==> src/rtl/disaggregator.sv <==
// Wide-to-narrow width converter: unpacks one FIFO word into
// FETCH_WIDTH elements, LSB slice first, one element per cycle.
module disaggregator #(
  parameter int DATA_WIDTH  = 11,
  parameter int FETCH_WIDTH = 2,
  parameter int COUNT_WIDTH = 16
) (
  input  logic                              clk,
  input  logic                              rst_n,
  input  logic [FETCH_WIDTH*DATA_WIDTH-1:0] sender_data,
  input  logic                              sender_empty_n,
  output logic                              sender_deq,
  output logic [DATA_WIDTH-1:0]             receiver_data,
  input  logic                              receiver_full_n,
  output logic                              receiver_enq,
  output logic                              busy,
  output logic [COUNT_WIDTH-1:0]            words_done
);

  localparam int IDX_W = (FETCH_WIDTH > 1) ? $clog2(FETCH_WIDTH) : 1;

  logic [FETCH_WIDTH*DATA_WIDTH-1:0] holding;
  logic                              valid;
  logic [IDX_W-1:0]                  idx;
  logic                              last;

  assign last         = (idx == IDX_W'(FETCH_WIDTH - 1));
  assign receiver_enq = valid && receiver_full_n;
  assign busy         = valid;

  // rst_n gate keeps the pop quiet while reset is held
  assign sender_deq = rst_n && sender_empty_n &&
                      (!valid || (last && receiver_enq));

  always_comb begin
    receiver_data = '0;
    for (int i = 0; i < FETCH_WIDTH; i++) begin
      if (idx == IDX_W'(i)) begin
        receiver_data = holding[i*DATA_WIDTH +: DATA_WIDTH];
      end
    end
  end

  always_ff @(posedge clk or negedge rst_n) begin
    if (!rst_n) begin
      holding    <= '0;
      valid      <= 1'b0;
      idx        <= '0;
      words_done <= '0;
    end else begin
      if (sender_deq) begin
        holding <= sender_data;
        valid   <= 1'b1;
        idx     <= '0;
      end else if (receiver_enq) begin
        if (last) begin
          valid <= 1'b0;
          idx   <= '0;
        end else begin
          idx <= idx + IDX_W'(1);
        end
      end
      if (receiver_enq && last) begin
        words_done <= words_done + COUNT_WIDTH'(1);
      end
    end
  end

endmodule

==> config.mk <==
export PLATFORM = sky130hd
export DESIGN_NAME = disaggregator
export DESIGN_NICKNAME = d
export VERILOG_FILES = /design/src/rtl/disaggregator.sv
export SDC_FILE = /design/constraint.sdc
export NUM_CORES = 1
export LEC_CHECK = 0
export ABC_AREA = 0
export ABC_CLOCK_PERIOD_IN_PS = 3300
export BUFFER_PORTS_ARGS = -buffer_cell sky130_fd_sc_hd__buf_2
export CAP_MARGIN = 20
export CORE_MARGIN = 1.5
export CORE_UTILIZATION = 50
export CTS_BUF_LIST = sky130_fd_sc_hd__clkbuf_2
export DETAILED_ROUTE_END_ITERATION = 10
export PLACE_DENSITY = 0.87
export RECOVER_POWER = 50
export SKIP_CTS_REPAIR_TIMING = 1
export SLEW_MARGIN = 25
export SYNTH_ARGS = -nofsm -noshare
export SYNTH_HDL_FRONTEND = slang
export SYNTH_SLANG_ARGS = --single-unit
==> constraint.sdc <==
create_clock -name clk -period 3.3 [get_ports clk]
set_input_delay 0.165 -clock clk [delete_from_list [all_inputs] [get_ports clk]]
set_output_delay 0.165 -clock clk [all_outputs]
set_load 0.03 [all_outputs]
==> results of run 1 <==
[final timing paths]
check,endpoint,slack (ns),cells after the start
min,busy,0.04,3
max in group asynchronous,words_done[1],2.63,3
max,sender_deq,1.05,7
min in group asynchronous,words_done[9],0.33,3
min reg2reg,words_done[15],0.48,1
max reg2reg,words_done[10],1.35,4
[worst max-delay path: stages]
cell	delay, ns
dlygate4sd3_1	0.52
buf_2	0.09
buf_4	0.41
nand2_1	0.18
a21oi_2	0.13
buf_4	0.31
buf_2	0.26
[power by group through the flow]
stage / clock network (uW) / logic, uW / registers, uW
3_5_place_dp: 0 / 803 / 817
3_3_place_gp: 0 / 788 / 797
4_1_cts: 208 / 805 / 806
6_report: 197 / 817 / 802
5_1_grt: 229 / 882 / 833
2_1_floorplan: 0 / 581 / 815
[placed cells by master (no fill, tap or decap), types with 2 or more instances in the layout]
cell type       n
buf_2          41
nand2_1        13
nor3_1          2
clkbuf_2        6
buf_4           2
dfrtp_1        40
nand3_1         3
inv_1           2
nor2_1          6
dlygate4sd3_1  23
nand4_1         5
mux2_2         33
xnor2_1        12
clkbuf_1       14
xor2_1          4
[state kept, by name, summed over array words and instances (netlist names)]
signal      cells
words_done     16
holding        22
idx             1
busy            1
[stage by stage]
step	cells	hold WS (ns)
final	261	0.0367
after global routing	261	0.0123
after CTS	238	-0.218
after detailed placement	231	0.247
after global placement	231	0.239
after floorplan	131	-0.131
[cell usage after synthesis]
master / instances / area (um2)
xor2_1: 4 / 35.0
ha_1: 1 / 12.5
nand4_1: 5 / 31.3
clkbuf_1: 1 / 3.75
dfrtp_1: 40 / 1000
nand3_1: 3 / 15.0
buf_2: 2 / 10.0
nand2_1: 13 / 48.8
xnor2_1: 12 / 105
nor4_1: 1 / 6.26
and3_1: 1 / 6.26
and2_1: 1 / 6.26
nor3_2: 1 / 10.0
nor3_1: 2 / 10.0
or4_4: 1 / 11.3
mux2_2: 33 / 372
inv_1: 2 / 7.51
nand3_2: 1 / 10.0
a21oi_2: 1 / 8.76
nor2_1: 6 / 22.5
[per-layer routing]
layer | share of wire | GRT usage
met2 | 0.51 | 0.338
met5 | 0 | 0
met4 | 0.013 | 0.0578
met1 | 0.42 | 0.209
met3 | 0.058 | 0.0807
[logic make-up after synthesis]
logic type | count (synthesis) | share of synthesized area
xor+xnor | 16 | 0.0809
flops | 40 | 0.578
compound gates | 1 | 0.00506
buf+inv | 5 | 0.0123
fa+ha+maj | 1 | 0.00722
simple gates | 35 | 0.103
mux | 33 | 0.214
[final cells by class]
type	instances	area, um2
Timing Repair Buffer	80	503
Sequential cell	40	1000
Clock inverter	1	5.00
Tap cell	46	57.6
Multi-Input combinational cell	86	711
Fill cell	277	1020
Clock buffer	6	30.0
Inverter	2	7.51
==> summary.md, run 1 <==
| Metric | Value |
|---|---|
| FMAX | 0.444 GHz |
| Hold Crit Start | sender_empty_n |
| Clock skew | between 0.01 and 0.015 ns |
| Die area | about 3800 um2 |
| CTS tree | built |
| Worst slew pin tran | ~0.6 ns |
| Later-pin clock latency in the skew report | slightly below 0.4 ns |
| Netlist cell types | 20 |
| Share of layout cells above drive strength 1 | 0.405 |
| Outcome | finished clean |
| Net Sw Frac | 0.412 |
| Pre-CTS setup slack | 1.34 ns |
| Switching power | 749 uW |
| Final Util | 0.694 |
| Dpl hpwl | 2450 um |
| Endpoints failing setup | 0 |
| Slew headroom | 0.611 |
| Initial DRT Pass Iterations | 3 |
| Row Count | 21 |
| Initial Util | 0.519 |
| Number of synthesis warnings | 0 |
| CTS sink cnt | 40 |
| Ant diodes | 0 |
| Die Wd | 61.9 um |
| Startpoint types | primary input |
| Mapped Cells | roughly 130 |
| Synth-to-Final Area Change | 33.6% |
| # H-tree levels | 2 |
| Endpoint type of the worst setup path | output port |
| Wire length per cell | around 14 um |
| Residual DRC | 0 |
| Power Total | 1820 uW |
| Critical path arrival | approximately 2.1 ns |
| Peak VDD IR | roughly 0.57 mV |
| Number of failing hold endpoints at the final stage | 0 |
| Period utilisation layout | 0.683 |
| Clock buffer depth | 2 |
| Fin nets | 242 |
| RSZ-0062 raised after global routing | false |
| Syn Area/Cell | 13.2 um2 |
| Power Density | 785 nW/um2 |
| Number of antenna violations at the first check in global routing | 0 |
| Clock Power Share | 0.108 |
| Gr ovfl total | 0 |
| Clock-pin transition on the worst setup and hold timing paths | 0.17 ns |
| GR Util All Layers | 0.191 |
| Wirelength, routed | ~3600 um |
| Synth Net Count | about 160 |
| FF+latch count, synth | 40 |
| Max Cap Viol | 0 |
| Reg power frac | 0.442 |
| Vias | roughly 1300 |
| Source of the critical timing path | rst_n |
| P_leak | approximately 0.0011 uW |
| First-pass GRT wire length | roughly 5200 um |
| GP Congestion | around 0.86 |
| FF-to-FF Start | idx |
| Setup_tns | 0 ns |
| I/O Pins | 56 |
| Design area | 2310 um2 |
| IO buf count | between 50 and 60 |
| Comb power frac | 0.450 |
| Vias in the first global route | about 1200 |
| Crit-path max FO | 41 |
| Worst hold-check path type | in2reg |
| Largest net degree at the start of global routing | 42 |
| Vias per cell | slightly below 5 |
| Slew Viols, Final | 0 |
| CTS Buf Count | 5 |
| Antenna Violating Nets Remaining | 0 |
| WP data required | 3.13 ns |
| Post-DP Area | about 2100 um2 |
| Minimum clock period after layout | approximately 2.3 ns |
| DR iter-0 viols | 54 |
| Setup CP Type | in2out |
| Pint | 1070 uW |
| CORE AREA | between 3000 and 4000 um2 |
| Setup ws final | 1.05 ns |
| Die height | ~62 um |
| Seq/Total Area, Yosys | 0.578 |
| Root Driver | clkbuf_2 |
| Synthesized area | 1730 um2 |
Power figures use the tool's default switching activity.
==> run 2, diff against run 1 <==
Settings changed: ABC_AREA 0 to 1, ABC_CLOCK_PERIOD_IN_PS 3300 to 2200, PLACE_DENSITY 0.87 to 0.85.
Clock period 3.3 ns to 2.2 ns, I/O delays scaled along.
==> run 2 against run 1 <==
Net effect: synthesized cell count increased by 92%; cell area increased by 11%; flip-flop and latch count unchanged; clock-buffer cell count decreased by 1; final cell count increased by 47%; setup slack got worse by 0.74 ns; first-iteration DRC count increased to 3.2 times the previous value; global-route usage increased by 2.8 points; non-clock buffer count increased by 3; power increased by 76%.
==> summary.md, run 2 <==
| Metric | Value |
|---|---|
| Outcome | finished clean |
| Slew Viols, Final | 0 |
| Synth-to-Final Area Change | 34.3% |
| Dpl hpwl | a little under 3000 um |
| Wirelength, routed | around 4500 um |
| Ant diodes | 0 |
| WP data required | around 2.1 ns |
| DR iter-0 viols | around 170 |
| Row Count | 22 |
| Area of the multi-input gates | between 800 and 900 um2 |
| Vias | 1828 |
| Max stage delay on crit path | about 0.52 ns |
| Sequential cell area | around 1000 um2 |
| Leading post-synthesis cells by cell area | dfrtp_1, nand2_1, inv_1 |
| # H-tree levels | 2 |
| Minimum clock period after layout | 1.90 ns |
| Slew headroom | 0.348 |
| GP Congestion | 0.811 |
| Share of layout cells above drive strength 1 | 0.179 |
| Synth Net Count | 278 |
| Clock-pin transition on the worst setup and hold timing paths | roughly 0.21 ns |
| Seq/Total Area, Yosys | 0.521 |
| Number of synthesis warnings | 0 |
| Wire length per cell | about 12 um |
| CTS sink cnt | 40 |
| Crit-path max FO | 17 |
| Synth top area share | 0.521 |
| CTS Buf Count | 5 |
| Worst slew pin tran | approximately 0.98 ns |
| Mapped Cells | ~250 |
| Leading cell types in the layout, fill and taps excluded | nand2_1, buf_2, dfrtp_1 |
| Antenna Violating Nets Remaining | 0 |
| Initial DRT Pass Iterations | 5 |
| CP delay by family, top | flip-flops |
| P_leak | around 0.0014 uW |
| Vias in the first global route | between 1500 and 2000 |
| FMAX | about 0.53 GHz |
| Netlist cell types | 20 |
| I/O Pins | 56 |
| Detail Route met2 WL | between 2000 and 2500 um |
| Later-pin clock latency in the skew report | about 0.40 ns |
| Syn Area/Cell | 7.65 um2 |
| Fill count | between 200 and 300 |
| Most frequent cell after synthesis | nand2_1 |
| Max reg flops | 22 |
| Period utilisation layout | 0.861 |
| Max Cap Viol | 0 |
| Peak VDD IR | ~0.83 mV |
| Endpoints failing setup | 0 |
| Area leader, netlist | dfrtp_1 |
| Synthesized area | between 1500 and 2000 um2 |
| Largest net degree at the start of global routing | 41 |
| Main synth FF type | dfrtp_1 |
| Synth top cells by count | nand2_1, dfrtp_1, inv_1 |
| Wl on met1 | between 1500 and 2000 um |
| Synth async-reset ratio | 1.00 |
| CORE AREA | about 3700 um2 |
| Commonest non-fill, non-tap cell in the layout | nand2_1 |
| Residual DRC | 0 |
| Setup CP Type | reg2out |
| Gr ovfl total | 0 |
| Die area | between 4000 and 5000 um2 |
| Fin nets | around 360 |
| Endpoint type of the worst setup path | output port |
| Vias per cell | between 4 and 5 |
| RSZ-0062 raised after global routing | false |
| Biggest register | holding |
| Startpoint types | flip-flop |
| Number of failing hold endpoints at the final stage | 0 |
| Power Density | 1240 nW/um2 |
| Critical path, cell by cell | nand3_4, a21oi_4, buf_2 |
| Die height | about 65 um |
| Worst hold-check path type | in2reg |
| Biggest regs | holding (22), words_done (16) |
| Clock skew | ~0.015 ns |
| Root Driver | clkbuf_2 |
| Number of antenna violations at the first check in global routing | 0 |
| GR Util All Layers | 0.219 |
| CTS tree | built |
| IO buf count | 55 |
| Slowest cell on crit path | dfrtp_1 |
| FF+latch count, synth | 40 |
| Top routing layer used | met4 |
| DR WL met3 | about 230 um |
| CP bufs+invs | 1 |
| Critical path arrival | 1.79 ns |
| Setup_tns | 0 ns |
| Number of synthesized flops with an enable pin | 0 |
| Clock buffer depth | 2 |
| First-pass GRT wire length | a little over 7000 um |
| Fin Hold WS | just under 0.04 ns |
| Die Wd | about 65 um |
| Initial Util | 0.525 |
[run 2: cell count changes after synthesis, sizes merged, moves of 2 or more]
| cell | before | now |
|---|---|---|
| nand2 | 13 | 142 |
| mux2 | 33 | 0 |
| inv | 2 | 18 |
| nor2 | 6 | 18 |
| xnor2 | 12 | 3 |
| nand3 | 4 | 12 |
| buf | 2 | 4 |
| nand4 | 5 | 3 |
| nor3 | 3 | 1 |
[run 2: path summary, 6_finish.rpt]
check / start / to / slack, ns / cells after the start
max: busy / sender_deq / 0.30 / 3
min: receiver_full_n / words_done[0] / 0.04 / 3
max in group asynchronous: rst_n / idx / 1.09 / 3
min in group asynchronous: rst_n / holding[7] / 0.51 / 3
min reg2reg: holding[11] / holding[11] / 0.50 / 2
max reg2reg: busy / holding[19] / 0.52 / 5
[run 2: power by group]
group	switching, uW	internal [uW]
Sequential	190	993
Combinational	926	411
Clock	249	420
Total	1370	1820
[run 2: cell type report]
cell class                      count  area share
Tap cell                           48      0.0233
Sequential cell                    40       0.388
Clock buffer                        5     0.00970
Inverter                           18      0.0262
Multi-Input combinational cell    187       0.313
Clock inverter                      3      0.0349
Timing Repair Buffer               83       0.205
[run 2: through the flow]
step / total power, uW / setup WS [ns] / utilization / cell area (um2) / cells
after floorplan: 2110 / 0.757 / - / 1920 / 251
after global placement: 2450 / 0.669 / 0.612 / 2240 / 352
after detailed placement: 2490 / 0.600 / 0.612 / 2240 / 352
after CTS: 3150 / 0.291 / 0.644 / 2360 / 360
after global routing: 3400 / 0.167 / 0.704 / 2580 / 384
final: 3190 / 0.305 / 0.704 / 2580 / 384
[run 2: cells by family (layout without fill, tap and decap cells)]
group	after synthesis	in the layout	share of synthesized area
AND/OR/NAND/NOR	176	176	0.368
AO/OA/AOI/OAI	3	3	0.0137
buffers and inverters	24	109	0.0586
XOR/XNOR	7	7	0.0319
adder cells (fa/ha/maj)	1	1	0.00651
flip-flops	40	40	0.521
[run 2: metal layers]
layer,GRT usage,up-vias
met1,0.263,851
met3,0.0573,2
met5,0,-
li1,-,928
met2,0.375,47
met4,0.0851,0
[run 2: worst register-to-register path, delay by kind of cell (launching register included)]
kind                   cells  cell delay [ns]
AOI/OAI and AO/OA          1             0.42
buffers and inverters      1             0.28
DFF                        1             0.52
and+or+nand+nor            3             0.37
==> run 3, diff against run 2 <==
Settings changed: GPL_TIMING_DRIVEN from default to 0, REMOVE_ABC_BUFFERS from default to 1.
==> run 3 against run 2 <==
Net effect: final cell count fell by 0.78%; register-to-register slack got worse by 0.08 ns; sequential power rose by 3%; power fell by 8.6%; flip-flop and latch count did not move; die area did not move; critical endpoint unchanged; largest power group unchanged.
==> summary.md, run 3 (synthesis results as in run 2) <==
| Metric | Value |
|---|---|
| Outcome | finished clean |
| Root Driver | clkbuf_2 |
| Period utilisation layout | 0.905 |
| Source of the critical timing path | idx |
| Dpl hpwl | approximately 2600 um |
| Initial Util | 0.525 |
| Die height | between 60 and 70 um |
| # H-tree levels | 2 |
| CTS Buf Count | 5 |
| Synth-to-Final Area Change | 31.1% |
| Die area | 4220 um2 |
| FF-to-FF End | holding[0] |
| Initial DRT Pass Iterations | 4 |
| Placed cells | about 350 |
| Slowest cell on crit path | dfrtp_2 |
| Wirelength, routed | approximately 4500 um |
| CTS tree | built |
| Slew headroom | 0.626 |
| I/O Pins | 56 |
| Fin cells | around 380 |
| Biggest regs | holding (22), words_done (16) |
| Critical path arrival | approximately 1.9 ns |
| Biggest register | holding |
| Clock skew | approximately 0.015 ns |
| First-pass GRT wire length | ~6500 um |
| Commonest non-fill, non-tap cell in the layout | nand2_1 |
| Max reg flops | 22 |
| Vias | approximately 1800 |
| Residual DRC | 0 |
| Worst slew pin tran | 0.561 ns |
| Endpoints failing setup | 0 |
| R2r setup slk | 0.44 ns |
| Number of antenna violations at the first check in global routing | 0 |
| FMAX | around 0.5 GHz |
| Largest net degree at the start of global routing | 42 |
| Share of layout cells above drive strength 1 | 0.168 |
| Number of failing hold endpoints at the final stage | 0 |
| Gr ovfl total | 0 |
| Wire length per cell | ~12 um |
| Later-pin clock latency in the skew report | ~0.40 ns |
| Endpoint type of the worst setup path | output port |
| Row Count | 22 |
| DR iter-0 viols | 70 |
| Peak VDD IR | approximately 0.94 mV |
| Clock-pin transition on the worst setup and hold timing paths | ~0.2 ns |
| Startpoint types | flip-flop |
| Clock buffer depth | 2 |
| Slew Viols, Final | 0 |
| WP data required | 2.09 ns |
| IO buf count | 55 |
| Cells on worst reg2reg path | 5 |
| Leading cell types in the layout, fill and taps excluded | nand2_1, buf_2, dfrtp_1 |
| FF-to-FF Start | idx |
| Pre-CTS setup slack | -0.0996 ns |
| Minimum clock period after layout | 1.99 ns |
| Worst hold-check path type | in2reg |
| RSZ-0062 raised after global routing | false |
| Setup CP Type | reg2out |
| Fin nets | 359 |
| Setup ws final | approximately 0.21 ns |
| Crit-path max FO | 14 |
| CTS sink cnt | 40 |
| GP Congestion | 0.817 |
| Max stage delay on crit path | about 0.6 ns |
| Critical path, cell by cell | nand3_4, a21oi_4, buf_2 |
| Power Density | roughly 1200 nW/um2 |
| Ant diodes | 0 |
| GR Util All Layers | 0.200 |
| Max Cap Viol | 0 |
| CP endpoint | sender_deq |
| Die Wd | roughly 65 um |
| Vias in the first global route | 1574 |
| Power Total | 2920 uW |
| Vias per cell | between 4 and 5 |
| CORE AREA | roughly 3700 um2 |
| Antenna Violating Nets Remaining | 0 |
| P_leak | between 0.001 and 0.0015 uW |
## run 3: changes by cell type in the layout (fill, tap and decap cells not counted), sizes merged
cell         delta
a21oi           +1
buf             -3
bufinv          -2
clkinv          +2
dlygate4sd3     -1
## run 3: metrics by stage
| stage | setup TNS (ns) | util | hold slack (ns) | cell area (um2) |
|---|---|---|---|---|
| global placement | -1.10 | 0.604 | 0.280 | 2210 |
| finish | 0 | 0.688 | 0.0116 | 2520 |
| detailed placement | -1.78 | 0.604 | 0.278 | 2210 |
| CTS | -0.190 | 0.621 | -0.186 | 2270 |
| floorplan | 0 | - | -0.186 | 1880 |
| global route | 0 | 0.688 | 0.000120 | 2520 |
## run 3: area by class of cell
| type | instances | area (um2) |
|---|---|---|
| Inverter | 18 | 67.6 |
| Clock buffer | 5 | 25.0 |
| Timing Repair Buffer | 79 | 509 |
| Sequential cell | 40 | 1000 |
| Tap cell | 48 | 60.1 |
| Multi-Input combinational cell | 188 | 816 |
| Fill cell | 284 | 1140 |
| Clock inverter | 3 | 37.5 |
## run 3: worst min-delay path by stage
stage,start,to,slack [ns],cells past startpoint
after detailed placement,rst_n,holding[13],0.28,1
after global routing,sender_empty_n,busy,0.0001,3
final,sender_empty_n,busy,0.01,3
after CTS,rst_n,holding[17],-0.19,1
after global placement,rst_n,holding[15],0.28,1
after floorplan,rst_n,busy,-0.19,0
## run 3: power by group
group	internal, uW	switching, uW	total (uW)
clock	185	237	422
combinational	385	888	1270
sequential	995	226	1220
## run 3: metal layers
metal / up-vias / wire length, um / track usage
met1: 829 / 1850 / 0.235
met3: 13 / 266 / 0.0486
met2: 65 / 2210 / 0.344
met5: - / 0 / 0
li1: 925 / - / -
met4: 0 / 127 / 0.0904
## run 3: worst max-delay path: cells and delay by family (launching register included)
family | cells | cell delay, ns
AO/OA/AOI/OAI | 1 | 0.40
buffers and inverters | 1 | 0.27
flip-flops | 1 | 0.60
AND/OR/NAND/NOR | 1 | 0.21
